$ cat config.mk
export PLATFORM = sky130hd
export DESIGN_NAME = scroll_ctrl
export DESIGN_NICKNAME = d
export VERILOG_FILES = /design/src/rtl/scroll_ctrl.sv
export SDC_FILE = /design/constraint.sdc
export NUM_CORES = 1
export LEC_CHECK = 0
export CAP_MARGIN = 15
export CORE_UTILIZATION = 55
export CTS_CLUSTER_DIAMETER = 60
export DETAILED_ROUTE_END_ITERATION = 10
export HOLD_SLACK_MARGIN = 0.12
export PLACE_DENSITY_LB_ADDON = 0.15
export SYNTH_ARGS = -nofsm -noshare
export SYNTH_HDL_FRONTEND = slang
export SYNTH_SLANG_ARGS = --single-unit
$ cat constraint.sdc
create_clock -name clk -period 4.8 [get_ports clk]
set_clock_uncertainty 0.2 [all_clocks]
set_input_delay 0.72 -clock clk [delete_from_list [all_inputs] [get_ports clk]]
set_output_delay 0.72 -clock clk [all_outputs]
set_load 0.1 [all_outputs]
$ cat src/rtl/scroll_ctrl.sv
// Scrolling-display sequencer: RUN/PAUSE/CLEAR/IDLE control, scroll step timing,
// message offset and digit-scan multiplexing for the character datapath.
module scroll_ctrl #(
    parameter int SCROLL_DIV = 50_000_000,
    parameter int SCAN_DIV   = 100_000,
    parameter int MSG_LEN    = 16,
    parameter int NUM_DIG    = 8,
    localparam int OW  = $clog2(MSG_LEN),
    localparam int SW  = (NUM_DIG > 1) ? $clog2(NUM_DIG) : 1,
    localparam int CW  = (SCROLL_DIV > 1) ? $clog2(SCROLL_DIV) : 1,
    localparam int NW  = (SCAN_DIV > 1) ? $clog2(SCAN_DIV) : 1
) (
    input  logic               clk,
    input  logic               rst_n,
    input  logic               enable,
    input  logic               clr_in,
    input  logic               pause_in,
    output logic [1:0]         state,
    output logic [OW-1:0]      offset,
    output logic [SW-1:0]      scan_sel,
    output logic [OW-1:0]      char_idx,
    output logic [NUM_DIG-1:0] an,
    output logic               step_pulse
);
    localparam logic [1:0] S_IDLE  = 2'b00;
    localparam logic [1:0] S_RUN   = 2'b01;
    localparam logic [1:0] S_PAUSE = 2'b10;
    localparam logic [1:0] S_CLEAR = 2'b11;

    localparam logic [CW-1:0] SCROLL_LAST = CW'(SCROLL_DIV - 1);
    localparam logic [NW-1:0] SCAN_LAST   = NW'(SCAN_DIV - 1);
    localparam logic [OW-1:0] OFF_LAST    = OW'(MSG_LEN - 1);
    localparam logic [SW-1:0] SEL_LAST    = SW'(NUM_DIG - 1);
    localparam int            SUMW        = ((OW > SW) ? OW : SW) + 1;

    logic [1:0]    r_clr_sync;
    logic [1:0]    r_pause_sync;
    logic          r_clr_d;
    logic [CW-1:0] r_scroll_cnt;
    logic [NW-1:0] r_scan_cnt;

    logic          w_clr_edge;
    logic          w_pause_s;
    logic          w_term;
    logic          w_step;
    logic          w_scan_wrap;
    logic [1:0]    w_next;
    logic [SW-1:0] w_scan_next;
    logic [SUMW-1:0] w_sum;

    assign w_clr_edge  = r_clr_sync[1] & ~r_clr_d;
    assign w_pause_s   = r_pause_sync[1];
    assign w_term      = (state == S_RUN) && (r_scroll_cnt == SCROLL_LAST);
    // A clear edge landing on the terminal count suppresses the step entirely.
    assign w_step      = w_term & ~w_clr_edge;
    assign w_scan_wrap = (r_scan_cnt == SCAN_LAST);

    always_comb begin
        w_next = state;
        if (w_clr_edge)
            w_next = S_CLEAR;
        else if (!enable)
            w_next = S_IDLE;
        else
            w_next = w_pause_s ? S_PAUSE : S_RUN;
    end

    always_comb begin
        w_scan_next = scan_sel;
        if (w_scan_wrap)
            w_scan_next = (scan_sel == SEL_LAST) ? '0 : scan_sel + SW'(1);
    end

    always_ff @(posedge clk or negedge rst_n) begin
        if (!rst_n) begin
            r_clr_sync   <= '0;
            r_pause_sync <= '0;
            r_clr_d      <= 1'b0;
        end else begin
            r_clr_sync   <= {r_clr_sync[0], clr_in};
            r_pause_sync <= {r_pause_sync[0], pause_in};
            r_clr_d      <= r_clr_sync[1];
        end
    end

    always_ff @(posedge clk or negedge rst_n) begin
        if (!rst_n) begin
            state        <= S_IDLE;
            r_scroll_cnt <= '0;
            offset       <= '0;
            step_pulse   <= 1'b0;
        end else begin
            state      <= w_next;
            step_pulse <= w_step;
            if (w_clr_edge || state == S_IDLE || state == S_CLEAR)
                r_scroll_cnt <= '0;
            else if (state == S_RUN)
                r_scroll_cnt <= w_term ? '0 : r_scroll_cnt + CW'(1);
            if (w_clr_edge)
                offset <= '0;
            else if (w_step)
                offset <= (offset == OFF_LAST) ? '0 : offset + OW'(1);
        end
    end

    // Scanning never stops so PAUSE/CLEAR keep the digits lit; IDLE only blanks the anodes.
    always_ff @(posedge clk or negedge rst_n) begin
        if (!rst_n) begin
            r_scan_cnt <= '0;
            scan_sel   <= '0;
            an         <= '1;
        end else begin
            r_scan_cnt <= w_scan_wrap ? '0 : r_scan_cnt + NW'(1);
            scan_sel   <= w_scan_next;
            an         <= (w_next == S_IDLE) ? '1 : ~(NUM_DIG'(1) << w_scan_next);
        end
    end

    assign w_sum    = SUMW'(offset) + SUMW'(scan_sel);
    assign char_idx = (w_sum >= SUMW'(MSG_LEN)) ? OW'(w_sum - SUMW'(MSG_LEN)) : OW'(w_sum);
endmodule

==> results.yml <==
detailed_routing:
  wl_per_cell_microns: 14.82
  wirelength_microns: 6419
  dr.pass1.iters: 4
  ant_nets: 0
  drc: 0
  num_vias: 2498
  viasPerCell: 5.769
  dr.first_iter.drc_count: 136
synth:
  synthFlopType: "dfrtp_1"
  synth_cell_types: 48
  synth_nets: 338
  syn_area_sq_um: 3289
  synth_area_leaders: "dfrtp_1 44%, dfstp_2 6.4%, nor2_1 4.8%"
  yosysTopAreaCell: "dfrtp_1"
  synth_edf_count: 0
  avgSynthCellArea_sq_um: 10.15
  synthArstFlopShare_pct: 100.0
  yosys_warnings: 0
  synth_seq_area_share_pct: 50.51
  netlist_instances: 324
  synth-seq-cells: 66
  yosysTopAreaCellShare_pct: 44.12
setup_path:
  worstPathMaxFanout: 9
  ff2ff_path_depth: 5
  worstPathRequired_ns: 3.88
  path_class: "register to output port"
  cp-end-kind: "output port"
  r2r_slack_ns: 2.19
  cp.arrival_ns: 2.81
  r2r_start: "r_clr_sync[1]$_DFF_PN0_"
  reg2reg_to: "r_scroll_cnt[8]$_DFFE_PN0P_"
  start_kind: "register"
die:
  core_sq_um: 5642
  start_util_pct: 58.31
  die_area_sq_um: 6294
  pin_count: 27
  num_rows: 27
  die_w_microns: 79.34
  die_h_microns: 79.34
sta:
  max_freq_ghz: 0.2680
  period_needed_ns: 3.731
  hold_viol: 0
  drv_slew: 0
  finalCritPeriodShare_pct: 77.72
  tns_ns: 0
  rsz0062_at_grt: "false"
  hold_ws_ns: 0.1480
  worstMarginPinSlew_ns: 0.9916
  setup_viol: 0
  layout_setup_ws_ns: 1.069
  slew_headroom_pct: 33.68
layout:
  antenna_cells: 0
  final_common_cell: "dfrtp_1"
  final_cell_mix: "58 x dfrtp_1, 42 x nor2_1, 29 x nand3_1, 28 x nand2_1, 25 x clkdlybuf4s50_1"
  area_growth_pct: 14.95
  stdcell_count: 433
  register_area_sq_um: 1662
  fillCellCount: 435
  nets: 370
  multi_input_area_sq_um: 1579
  drive_gt1_share_pct: 9.418
clock_network:
  clock_sinks: 66
  clock_path_buffers: 2
  cts_tree: "done"
  clk_latency_ns: 0.33
  cts_buffers: 9
  cts_htree_levels: 3
  hold_buffers: 0
  post_cts_resize_count: 0
  cts_setup_buffers: 0
  root_buffer: "clkbuf_8"
  clk_pin_slew_ns: 0.07
global_routing:
  grt_use_total_pct: 23.13
  grt_pass1_wl_microns: 11150
  grt_max_degree: 43
  grt_antenna_before_repair: 0
  grt_pass1_vias: 2381
  overflow: 0
placement:
  gp_congestion: 0.8425
  dp_worst_setup_slack_ns: 1.413
  dp_hpwl_microns: 4494
  portBuffers: 26
  place_inst: 416
worst_hold_path:
  holdPathStages: 0
  hold_start: "r_clr_sync[0]$_DFF_PN0_"
  min_path_type: "register to register"
  holdPathEnd: "r_clr_sync[1]$_DFF_PN0_"
flow_run:
  drv_cap: 0
pwr:
  p_total_w: 0.001026
  leakage_nw: 1.592
  vdd_drop_max_v: 0.0002665
  p_per_area_nw_per_um2: 271.5
run_status:
  status: "complete, no violations"
worst max-delay path, stage by stage (launching register included):
cell and delay, ns:
dfrtp_1 0.52, ha_1 0.31, a21o_1 0.18, a21oi_1 0.16, xnor2_1 0.15, clkdlybuf4s50_1 1.16
worst max path at each step:
stage | from | to | slack (ns) | cells after the start
2_1_floorplan | offset[0]$_DFFE_PN0P_ | char_idx[3] | 0.84 | 4
3_3_place_gp | offset[1]$_DFFE_PN0P_ | char_idx[3] | 1.50 | 5
3_5_place_dp | scan_sel[1]$_DFF_PN0_ | char_idx[3] | 1.41 | 5
4_1_cts | scan_sel[1]$_DFF_PN0_ | char_idx[3] | 1.04 | 5
5_1_grt | scan_sel[1]$_DFF_PN0_ | char_idx[3] | 0.99 | 5
6_report | scan_sel[1]$_DFF_PN0_ | char_idx[3] | 1.07 | 5
per-stage QoR:
| stage | cell area, sq um | utilization, % |
|---|---|---|
| detailed placement | 3608 | 63.96 |
| global route | 3781 | 67.02 |
| CTS | 3774 | 66.89 |
| floorplan | 3289 | - |
| finish | 3781 | 67.02 |
| global placement | 3608 | 63.96 |
cell type report:
class / instances / share of cell area (%)
clock buffers: 14 / 4.037
repair buffers: 28 / 7.148
well taps: 72 / 2.383
multi-input cells: 247 / 41.76
flip-flops and latches: 66 / 43.94
inverters: 4 / 0.3971
clock inverters: 2 / 0.3309
synthesized netlist by cell type, types with 2 or more instances:
library cell	n
a21o_1	2
a21oi_1	10
a22o_1	3
a31oi_1	5
and2_1	2
and3_1	4
and4_1	3
buf_2	5
dfrtp_1	58
dfstp_2	8
ha_1	8
inv_1	4
mux2_2	3
mux2i_1	6
nand2_1	28
nand2b_1	8
nand3_1	29
nand3_2	2
nand4_1	11
nor2_1	42
nor2b_1	6
nor3_1	6
nor4_1	8
o211ai_1	2
o21ai_0	6
or4_1	3
xnor2_1	16
xor2_1	16
power by group:
part	switching, W	internal [W]
sequential	0.00000426	0.000563
clock	0.000196	0.000202
combinational	0.0000464	0.0000151
cell families after synthesis:
family / synth area share (%)
AO/OA/AOI/OAI: 7.759
XOR/XNOR: 8.520
adder cells (fa/ha/maj): 3.652
buffers and inverters: 1.483
flip-flops: 50.51
multiplexers: 2.853
AND/OR/NAND/NOR: 25.22
flip-flops by register name, summed over array words and instances, names as in the netlist:
name	cells
r_scroll_cnt	26
r_scan_cnt	17
an	8
offset	4
scan_sel	3
r_clr_sync	2
r_pause_sync	2
state	2
r_clr_d	1
step_pulse	1
layer usage:
| layer | global-route usage (%) | vias up | routed length [microns] |
|---|---|---|---|
| met5 | 0 | - | 0 |
| met4 | 9.818 | 0 | 104 |
| met3 | 4.713 | 9 | 342 |
| met2 | 34.05 | 58 | 2831 |
| met1 | 33.18 | 1206 | 3141 |
| li1 | - | 1225 | - |
Note: power is estimated with default switching activity, not from simulation.
